===== src/rtl/hept_stage_sequencer_if.sv =====
// Handshake bundle between the HEPT stage sequencer, the myproject top
// above it, and the four kernel sub-stages below it.
//   ap_start/ap_done/ap_ready/ap_idle : upward ap_ctrl_hs interface
//   st_start/st_ready/st_done         : per-stage ap_ctrl_hs, bit 0 = tq,
//                                       1 = tk, 2 = dist, 3 = norm
// slave  : sequencer view
// master : view of the block driving ap_start and emulating the stages
interface hept_stage_sequencer_if;
    logic       ap_start;
    logic       ap_done;
    logic       ap_ready;
    logic       ap_idle;
    logic [3:0] st_start;
    logic [3:0] st_ready;
    logic [3:0] st_done;

    modport master (
        output ap_start,
        input  ap_done,
        input  ap_ready,
        input  ap_idle,
        input  st_start,
        output st_ready,
        output st_done
    );

    modport slave (
        input  ap_start,
        output ap_done,
        output ap_ready,
        output ap_idle,
        output st_start,
        input  st_ready,
        input  st_done
    );
endinterface


===== src/rtl/hept_stage_sequencer.sv =====
// Sequences the HEPT kernel sub-stages (transpose Q, transpose K,
// pairwise_dist_sq_rbf, mask_and_normalize) over their ap_ctrl_hs
// handshakes, records per-stage cycle counts and watches each stage for
// a hang.
// Ports:
//   ap_clk, ap_rst_n   clock, async active-low reset
//   ctl                handshake bundle (slave view)
//   timeout_cycles     watchdog limit, 0 disables
//   err_clr            leave ERR back to IDLE
//   err, err_stage     ERR flag and index of the stage that timed out
//   cyc_tq..cyc_norm   latched cycle count of the last run of each stage
//
// state | meaning
// ------+--------------------------------------------------------------
// IDLE  | waiting for ap_start, ap_idle high
// TQ    | stage 0 (transpose Q) running
// TK    | stage 1 (transpose K) running
// DIST  | stage 2 (pairwise_dist_sq_rbf) running
// NORM  | stage 3 (mask_and_normalize) running
// DONE  | one-cycle ap_done/ap_ready pulse
// ERR   | a stage hit the watchdog limit, waiting for err_clr
module hept_stage_sequencer #(
    parameter int CNT_W      = 16,
    parameter int TIMEOUT_EN = 1
) (
    input  logic                 ap_clk,
    input  logic                 ap_rst_n,
    hept_stage_sequencer_if.slave ctl,
    input  logic [CNT_W-1:0]     timeout_cycles,
    input  logic                 err_clr,
    output logic                 err,
    output logic [1:0]           err_stage,
    output logic [CNT_W-1:0]     cyc_tq,
    output logic [CNT_W-1:0]     cyc_tk,
    output logic [CNT_W-1:0]     cyc_dist,
    output logic [CNT_W-1:0]     cyc_norm
);

    localparam bit               WD_ON   = (TIMEOUT_EN != 0);
    localparam logic [CNT_W-1:0] CNT_ONE = CNT_W'(1);

    typedef enum logic [2:0] {
        S_IDLE,
        S_TQ,
        S_TK,
        S_DIST,
        S_NORM,
        S_DONE,
        S_ERR
    } state_t;

    state_t           state, state_nxt, stage_nxt;
    logic             in_stage;
    logic [1:0]       idx;
    logic             stage_done;
    logic             wd_hit;
    logic             acc;
    logic [CNT_W-1:0] cnt;
    logic [CNT_W-1:0] cyc_r [4];
    logic [3:0]       st_start_c;
    logic [1:0]       err_stage_r;

    // Which stage is active and which state follows it.
    always_comb begin
        in_stage  = 1'b0;
        idx       = 2'd0;
        stage_nxt = S_IDLE;
        case (state)
            S_TQ:   begin in_stage = 1'b1; idx = 2'd0; stage_nxt = S_TK;   end
            S_TK:   begin in_stage = 1'b1; idx = 2'd1; stage_nxt = S_DIST; end
            S_DIST: begin in_stage = 1'b1; idx = 2'd2; stage_nxt = S_NORM; end
            S_NORM: begin in_stage = 1'b1; idx = 2'd3; stage_nxt = S_DONE; end
            default: ;
        endcase
    end

    assign stage_done = in_stage && ctl.st_done[idx];

    // A done arriving on the limit cycle takes priority over the timeout.
    assign wd_hit = WD_ON && in_stage && (timeout_cycles != '0)
                    && (cnt == timeout_cycles) && !stage_done;

    always_ff @(posedge ap_clk or negedge ap_rst_n) begin
        if (!ap_rst_n) begin
            state <= S_IDLE;
        end else begin
            state <= state_nxt;
        end
    end

    always_comb begin
        state_nxt  = state;
        st_start_c = '0;
        case (state)
            S_IDLE: begin
                if (ctl.ap_start) state_nxt = S_TQ;
            end
            S_TQ, S_TK, S_DIST, S_NORM: begin
                st_start_c[idx] = !acc;
                if (stage_done)  state_nxt = stage_nxt;
                else if (wd_hit) state_nxt = S_ERR;
            end
            S_DONE: state_nxt = S_IDLE;
            S_ERR: begin
                if (err_clr) state_nxt = S_IDLE;
            end
            default: state_nxt = S_IDLE;
        endcase
    end

    // Counter is loaded with 1 on entry so the first stage cycle counts
    // as 1 and the done cycle is included in the latched value.
    always_ff @(posedge ap_clk or negedge ap_rst_n) begin
        if (!ap_rst_n) begin
            acc         <= 1'b0;
            cnt         <= '0;
            err_stage_r <= 2'd0;
            for (int i = 0; i < 4; i++) cyc_r[i] <= '0;
        end else begin
            case (state)
                S_IDLE: begin
                    acc <= 1'b0;
                    cnt <= ctl.ap_start ? CNT_ONE : '0;
                end
                S_TQ, S_TK, S_DIST, S_NORM: begin
                    if (stage_done) begin
                        cyc_r[idx] <= cnt;
                        acc        <= 1'b0;
                        cnt        <= (state == S_NORM) ? '0 : CNT_ONE;
                    end else begin
                        if (st_start_c[idx] && ctl.st_ready[idx]) acc <= 1'b1;
                        if (cnt != '1) cnt <= cnt + CNT_ONE;
                        if (wd_hit) err_stage_r <= idx;
                    end
                end
                default: begin
                    acc <= 1'b0;
                    cnt <= '0;
                end
            endcase
        end
    end

    assign ctl.st_start = st_start_c;
    assign ctl.ap_idle  = (state == S_IDLE);
    assign ctl.ap_done  = (state == S_DONE);
    assign ctl.ap_ready = (state == S_DONE);
    assign err          = WD_ON && (state == S_ERR);
    assign err_stage    = err_stage_r;
    assign cyc_tq       = cyc_r[0];
    assign cyc_tk       = cyc_r[1];
    assign cyc_dist     = cyc_r[2];
    assign cyc_norm     = cyc_r[3];

endmodule


===== src/flat_wrapper.sv =====
// flat-port wrapper written by rule: the top's interface ports become plain ports
module hept_stage_sequencer_flat 
#(
    parameter int CNT_W      = 16,
    parameter int TIMEOUT_EN = 1
)
  (ap_clk, ap_rst_n, timeout_cycles, err_clr, err, err_stage, cyc_tq, cyc_tk, cyc_dist, cyc_norm, ctl_ap_start, ctl_ap_done, ctl_ap_ready, ctl_ap_idle, ctl_st_start, ctl_st_ready, ctl_st_done);
  hept_stage_sequencer_if ctl_i ();
  input  logic ap_clk;
  input  logic ap_rst_n;
  input  logic [CNT_W-1:0] timeout_cycles;
  input  logic err_clr;
  output logic err;
  output logic [1:0] err_stage;
  output logic [CNT_W-1:0] cyc_tq;
  output logic [CNT_W-1:0] cyc_tk;
  output logic [CNT_W-1:0] cyc_dist;
  output logic [CNT_W-1:0] cyc_norm;
  input wire logic [$bits(ctl_i.ap_start)-1:0] ctl_ap_start;
  output wire logic [$bits(ctl_i.ap_done)-1:0] ctl_ap_done;
  output wire logic [$bits(ctl_i.ap_ready)-1:0] ctl_ap_ready;
  output wire logic [$bits(ctl_i.ap_idle)-1:0] ctl_ap_idle;
  output wire logic [$bits(ctl_i.st_start)-1:0] ctl_st_start;
  input wire logic [$bits(ctl_i.st_ready)-1:0] ctl_st_ready;
  input wire logic [$bits(ctl_i.st_done)-1:0] ctl_st_done;
  assign ctl_i.ap_start = ctl_ap_start;
  assign ctl_ap_done = ctl_i.ap_done;
  assign ctl_ap_ready = ctl_i.ap_ready;
  assign ctl_ap_idle = ctl_i.ap_idle;
  assign ctl_st_start = ctl_i.st_start;
  assign ctl_i.st_ready = ctl_st_ready;
  assign ctl_i.st_done = ctl_st_done;
  hept_stage_sequencer #(.CNT_W(CNT_W), .TIMEOUT_EN(TIMEOUT_EN)) u_core (.ap_clk(ap_clk), .ap_rst_n(ap_rst_n), .ctl(ctl_i), .timeout_cycles(timeout_cycles), .err_clr(err_clr), .err(err), .err_stage(err_stage), .cyc_tq(cyc_tq), .cyc_tk(cyc_tk), .cyc_dist(cyc_dist), .cyc_norm(cyc_norm));
endmodule

===== config.mk =====
export PLATFORM = sky130hd
export DESIGN_NAME = hept_stage_sequencer_flat
export DESIGN_NICKNAME = d
export VERILOG_FILES = /design/src/rtl/hept_stage_sequencer_if.sv /design/src/rtl/hept_stage_sequencer.sv /design/src/flat_wrapper.sv
export SDC_FILE = /design/constraint.sdc
export NUM_CORES = 1
export LEC_CHECK = 0
export BUFFER_PORTS_ARGS = -buffer_cell sky130_fd_sc_hd__buf_2
export CORE_MARGIN = 2
export CORE_UTILIZATION = 30
export CTS_BUF_LIST = sky130_fd_sc_hd__clkbuf_2
export DETAILED_ROUTE_END_ITERATION = 10
export PLACE_DENSITY = 0.59
export REMOVE_ABC_BUFFERS = 1
export SLEW_MARGIN = 25
export SYNTH_ARGS = -nofsm -noshare
export SYNTH_HDL_FRONTEND = slang
export SYNTH_SLANG_ARGS = --single-unit

===== constraint.sdc =====
create_clock -name ap_clk -period 2.3 [get_ports ap_clk]
set_input_delay 0 -clock ap_clk [delete_from_list [all_inputs] [get_ports ap_clk]]
set_output_delay 0 -clock ap_clk [all_outputs]
set_load 0.02 [all_outputs]

==> results.yml, run 1 <==
routing:
  drtIter0Drc: 145
  dr.pass1.iters: 4
  wl_met1_mm: 4.96
  via_per_inst: 4.87
  wl_met2_mm: 5.01
  vias: 3139
  ant_nets: 0
  wl_per_cell_um: 16.8
  routed_wirelength_mm: 10.8
  wl_met3_um: 681
  dr.max_layer_used: "met4"
  drc: 0
sta:
  fin_crit_sh_pct: 92.6
  rsz0062_at_grt: "false"
  hold_violations: 0
  fin_crit_ns: 2.13
  fin_ws_ns: 0.171
  relSlewSlack_pct: 74.1
  clock_skew_ns: 0.0252
  drv_slew: 0
  final-setup-viol-count: 0
  clock.fmax_mhz: 470
  fin_setup_tns_ns: 0
  worst_pin_slew_ns: 0.386
placed_design:
  place.gp.congestion: 0.897
  io_buffers: 101
  hpwl_mm: 7.91
  pre_cts_ws_ns: 0.182
die:
  initial_core_util_pct: 30.6
  rows: 42
  ios: 102
  die_h_um: 120
  die_area_um2: 14500
  die_w_um: 120
  core_um2: 13200
hold_path:
  whs_path_depth: 6
  hp-class: "in -> reg"
global_routing:
  gr-total-overflow: 0
  grt_use_total_pct: 15.5
  grt_pass1_vias: 3120
  antenna_found_initial: 0
  grt_pass1_wl_mm: 17.2
  grt_start_max_net_pins: 51
clock_network:
  cts_made_buffers: 9
  cts_root_buffer: "clkbuf_2"
  cts.path.max_buffers: 2
  cts_tree: "done"
  ctsHtreeMaxLevel: 3
  clk_latency_ns: 0.55
  postCtsSetupBuffers: 0
  cts_sinks: 86
  path_clk_slew_ns: 0.24
  cts.repair.resized: 0
power_and_ir_drop:
  intPower_w: 0.00271
  p_leak_nw: 2.69
  clkPwrFrac_pct: 20.4
  power.switching_w: 0.00164
  seq_power_share_pct: 40.1
  switching_share_pct: 37.6
  cellPowerDensity_nw_per_um2: 844
  vdd_drop_max_v: 0.000446
  power_frac_comb_pct: 39.4
synthesis:
  syn_area_um2: 4060
  synth_cells: 341
  seq_area_frac_synth_pct: 53.1
  synth_seq_cells: 86
  synthFlopType: "dfrtp_1"
  synthArstFlopShare_pct: 100
  ys_types: 51
  synth_edf_count: 0
  avgSynthCellArea_um2: 11.9
  ys_warn_count: 0
critical_path:
  rr_worst_depth: 6
  cp.arrival_ns: 2.60
  worstSetupStartpointType: "flop"
  critPathKind: "reg -> reg"
  max_stage_delay_ns: 0.56
  critPathCaptureType: "flop"
  worstPathMaxFanout: 6
  worstPathCellList: "ha_1 > nand3_1 > or4_4 > or2_4 > nor2_4 > mux2_1"
  required_ns: 2.77
  critPathBufInv: 0
  crit_family: "simple AND/OR/NAND/NOR gates"
  slowest_stage: "or4_4"
  cp_num_cells: 6
cells_and_area:
  area_growth_pct: 27.1
  drive_above_1_share_pct: 45.8
  nets: 493
  antenna_cells: 0
flow_run:
  drv_cap: 0
run_status:
  status: "completed"
==> routing by layer <==
layer / GRT usage [%] / vias up
met1: 21.2 / 1576
met4: 5.31 / 0
met5: 0 / -
met2: 24.2 / 99
li1: - / 1450
met3: 3.87 / 14
==> synthesized netlist by cell type, types with 3 or more instances <==
master,n,area share [%]
nand2_1,12,1.1
o211ai_1,3,0.56
nand4_1,3,0.46
mux2i_1,3,0.74
nor4_1,9,1.4
a211oi_1,4,0.74
clkbuf_1,9,0.83
nand2b_1,3,0.46
nor2_1,31,2.9
and3_1,4,0.62
buf_2,14,1.7
nand3_1,9,1.1
a21oi_1,6,0.74
xor2_1,23,5.0
o21ai_0,6,0.74
mux2_2,64,18
a31oi_1,4,0.62
nor3_1,7,0.86
buf_4,4,0.74
inv_1,4,0.37
dfrtp_1,86,53
==> worst register-to-register path, cell delays in order, from the launching register on <==
cell	delay, ns
dfrtp_1	0.41
ha_1	0.24
nand3_1	0.14
or4_4	0.56
or2_4	0.30
nor2_4	0.08
mux2_1	0.33
==> area by class of cell <==
| cell class | count | area (um^2) |
|---|---|---|
| Fill cell | 1335 | 8090 |
| Sequential cell | 86 | 2150 |
| Multi-Input combinational cell | 220 | 1730 |
| Timing Repair Buffer | 142 | 898 |
| Tap cell | 176 | 220 |
| Clock inverter | 6 | 86.3 |
| Clock buffer | 10 | 50.0 |
| Inverter | 5 | 18.8 |
==> sequential cells by signal, indices dropped and copies added (netlist names) <==
signal,cells
u_core.acc,1
u_core.cyc_tk,16
u_core.cyc_norm,16
u_core.state,3
u_core.cyc_tq,16
u_core.cyc_dist,16
u_core.err_stage,2
u_core.cnt,16
==> cells in the final DEF, fill, tap and decap left out, types with 2 or more instances in the layout <==
master and instances:
o2111ai_1 2, xor2_1 23, buf_4 20, a211oi_1 4, a31oi_1 4, buf_2 100
bufinv_16 2, nand3_1 9, inv_1 4, mux2i_1 3, a21oi_1 6, nand2_1 12
clkinv_2 2, nor3_1 7, nand4_1 3, o21ai_0 6, nor4_1 9, dlygate4sd3_1 20
dfrtp_1 86, nand2b_1 3, nor2_1 30, o211ai_1 3, mux2_2 64, and3_1 4
clkbuf_2 10, or2_2 2
==> kinds of logic after synthesis <==
kind of cell / count (synthesis) / synth area share (%)
AO/OA/AOI/OAI: 36 / 6.23
multiplexers: 69 / 19.2
adder cells (fa/ha/maj): 1 / 0.308
buffers and inverters: 35 / 4.41
XOR/XNOR: 24 / 5.18
AND/OR/NAND/NOR: 90 / 11.6
flip-flops: 86 / 53.1
==> worst paths after layout <==
path | end | start | slack, ns
max | u_core.cnt[0]$_DFFE_PN0P_ | u_core.cnt[0]$_DFFE_PN0P_ | 0.17
min | u_core.state[1]$_DFFE_PN0P_ | timeout_cycles[8] | 0.08
max reg2reg | u_core.cnt[0]$_DFFE_PN0P_ | u_core.cnt[0]$_DFFE_PN0P_ | 0.17
min reg2reg | u_core.cyc_dist[11]$_DFFE_PN0P_ | u_core.cyc_dist[11]$_DFFE_PN0P_ | 0.52
max in group asynchronous | u_core.cyc_tq[3]$_DFFE_PN0P_ | ap_rst_n | 1.54
min in group asynchronous | u_core.cnt[13]$_DFFE_PN0P_ | ap_rst_n | 0.52
==> through the flow <==
step / std cells / hold WS [ns] / power [W] / instance area [um^2] / util (%)
2_1_floorplan: 311 / -0.296 / 0.00278 / 3890 / -
3_5_place_dp: 608 / 0.0906 / 0.00342 / 4790 / 36.2
5_1_grt: 645 / 0.0321 / 0.00463 / 5150 / 38.9
3_3_place_gp: 608 / 0.0765 / 0.00340 / 4790 / 36.2
6_report: 645 / 0.0819 / 0.00435 / 5150 / 38.9
4_1_cts: 645 / 0.00232 / 0.00441 / 5150 / 38.9
==> power by group through the flow <==
| stage | registers, W | clock network, W | logic (W) |
|---|---|---|---|
| 6_report | 0.00174 | 0.000888 | 0.00171 |
| 5_1_grt | 0.00177 | 0.00100 | 0.00186 |
| 4_1_cts | 0.00175 | 0.000937 | 0.00172 |
| 3_5_place_dp | 0.00177 | 0 | 0.00165 |
| 3_3_place_gp | 0.00177 | 0 | 0.00164 |
| 2_1_floorplan | 0.00198 | 0 | 0.000805 |
==> timing repair <==
action,4_1_cts,5_1_grt
hold endpoints to repair,100,0
endpoints found under the setup margin,0,0
hold buffers,21,0
Note: power is estimated with default switching activity, not from simulation.
==> run 2, diff against run 1 <==
==> constraint.sdc (replaced) <==
create_clock -name ap_clk -period 2.1 [get_ports ap_clk]
set_input_delay 0 -clock ap_clk [delete_from_list [all_inputs] [get_ports ap_clk]]
set_output_delay 0 -clock ap_clk [all_outputs]
set_load 0.02 [all_outputs]
==> run 2 against run 1 <==
Compared with the run above: core utilization grew 0.26 points; critical endpoint is now u_core.cnt[11]$_DFFE_PN0P_; worst setup slack lost 0.077 ns; sequential share of layout area shrank 0.27 points; clock power shrank 18%; routed wire length grew 1.1%; clock-buffer cell count grew 1; largest power group is now combinational cells; register-to-register slack lost 0.08 ns; largest cell class unchanged.
==> results.yml, run 2 (synthesis gave the netlist of run 1 again) <==
die:
  ios: 102
  initial_core_util_pct: 30.6
  die_h_um: 120
  die_w_um: 120
  die_area_um2: 14500
  core_um2: 13200
  rows: 42
sta:
  clock.fmax_mhz: 499
  fin_setup_tns_ns: 0
  hold_violations: 0
  relSlewSlack_pct: 72.1
  fin_crit_ns: 2.01
  rsz0062_at_grt: "false"
  final-setup-viol-count: 0
  holdWs_ns: 0.0809
  drv_slew: 0
  worst_pin_slew_ns: 0.415
  fin_crit_sh_pct: 95.5
  clock_skew_ns: 0.0289
critical_path:
  worstPathCellList: "ha_2 > nand3_1 > or4_4 > buf_4 > o21ai_2 > nor2_1 > mux2_4"
  required_ns: 2.57
  critPathKind: "reg -> reg"
  worstPathMaxFanout: 5
  cp.arrival_ns: 2.47
  max_stage_delay_ns: 0.49
  critPathCaptureType: "flop"
  slowest_stage: "or4_4"
  worstSetupStartpointType: "flop"
placed_design:
  place.gp.congestion: 0.871
  io_buffers: 101
  place_area_um2: 4880
  hpwl_mm: 7.94
cells_and_area:
  area_growth_pct: 27.9
  layout_common_cells: "buf_2, dfrtp_1, mux2_2"
  antenna_cells: 0
  ff_latch_area_um2: 2150
  drive_above_1_share_pct: 47.4
  stdcell_area_um2: 5190
  fill_cells: 1342
  multi_input_area_um2: 1740
  layout_commonest_cell: "buf_2"
  nets: 501
  final_core_util_pct: 39.2
flow_run:
  drv_cap: 0
routing:
  wl_per_cell_um: 16.7
  dr.pass1.iters: 5
  via_per_inst: 4.84
  drc: 0
  routed_wirelength_mm: 10.9
  ant_nets: 0
  drtIter0Drc: 120
  vias: 3161
power_and_ir_drop:
  power.switching_w: 0.00180
  power_frac_comb_pct: 42.2
  switching_share_pct: 39.5
  seq_power_share_pct: 41.8
  intPower_w: 0.00275
  clkPwrFrac_pct: 15.9
  p_leak_nw: 2.72
  cellPowerDensity_nw_per_um2: 878
  vdd_drop_max_v: 0.000415
clock_network:
  cts.path.max_buffers: 2
  cts_root_buffer: "clkbuf_2"
  path_clk_slew_ns: 0.24
  postCtsSetupBuffers: 0
  cts_tree: "done"
  cts_made_buffers: 9
  cts_sinks: 86
  clk_latency_ns: 0.57
  ctsHtreeMaxLevel: 3
global_routing:
  grt_pass1_wl_mm: 17.5
  gr-total-overflow: 0
  grt_pass1_vias: 3192
  grt_start_max_net_pins: 36
  grt_use_total_pct: 15.8
  antenna_found_initial: 0
hold_path:
  hp-class: "in -> reg"
run_status:
  status: "completed"
## run 2: critical path, delay by kind of cell (launching register included)
family,cells,cell delay (ns)
AND/OR/NAND/NOR,3,0.66
flip-flops,1,0.42
adder cells (fa/ha/maj),1,0.19
multiplexers,1,0.29
buffers and inverters,1,0.17
AO/OA/AOI/OAI,1,0.16
## run 2: repair_timing
action,in CTS,in global routing
gates resized for setup,0,3
setup endpoints to repair,0,3
hold endpoints to repair,94,0
hold buffers,20,0
## run 2: power groups by stage
stage	clock network [W]	logic (W)	registers, W
after global placement	0	0.00186	0.00192
after detailed placement	0	0.00188	0.00194
after floorplan	0	0.000882	0.00216
final	0.000725	0.00192	0.00190
after CTS	0.000780	0.00193	0.00191
after global routing	0.000847	0.00209	0.00193
## run 2: final cells by class
type                    count  area share [%]
repair buffers            150            18.8
well taps                 176            4.25
flip-flops and latches     86            41.5
inverters                   5           0.362
clock buffers              11            1.06
multi-input cells         220            33.6
clock inverters             5           0.507
## run 2: metrics by stage
stage	instances	total power, W	setup slack [ns]
floorplan	311	0.00305	-0.125
global placement	617	0.00379	0.205
detailed placement	617	0.00382	0.134
CTS	653	0.00462	0.0688
global route	653	0.00486	0.0170
finish	653	0.00455	0.0941
## run 2: layer usage
layer	global-route usage, %	wire length [um]
met5	0	0
met1	20.9	5070
met3	3.58	537
met4	6.25	254
met2	25.0	5070
## run 2: worst paths after layout
check / from / endpoint / slack, ns / cells past startpoint
setup / recovery: u_core.cnt[1]$_DFFE_PN0P_ / u_core.cnt[11]$_DFFE_PN0P_ / 0.09 / 7
hold / removal: timeout_cycles[9] / u_core.state[1]$_DFFE_PN0P_ / 0.08 / 6
setup reg to reg: u_core.cnt[1]$_DFFE_PN0P_ / u_core.cnt[11]$_DFFE_PN0P_ / 0.09 / 7
hold reg to reg: u_core.cyc_dist[11]$_DFFE_PN0P_ / u_core.cyc_dist[11]$_DFFE_PN0P_ / 0.53 / 2
max in group asynchronous: ap_rst_n / u_core.cyc_dist[6]$_DFFE_PN0P_ / 1.35 / 4
min in group asynchronous: ap_rst_n / u_core.cnt[8]$_DFFE_PN0P_ / 0.51 / 4
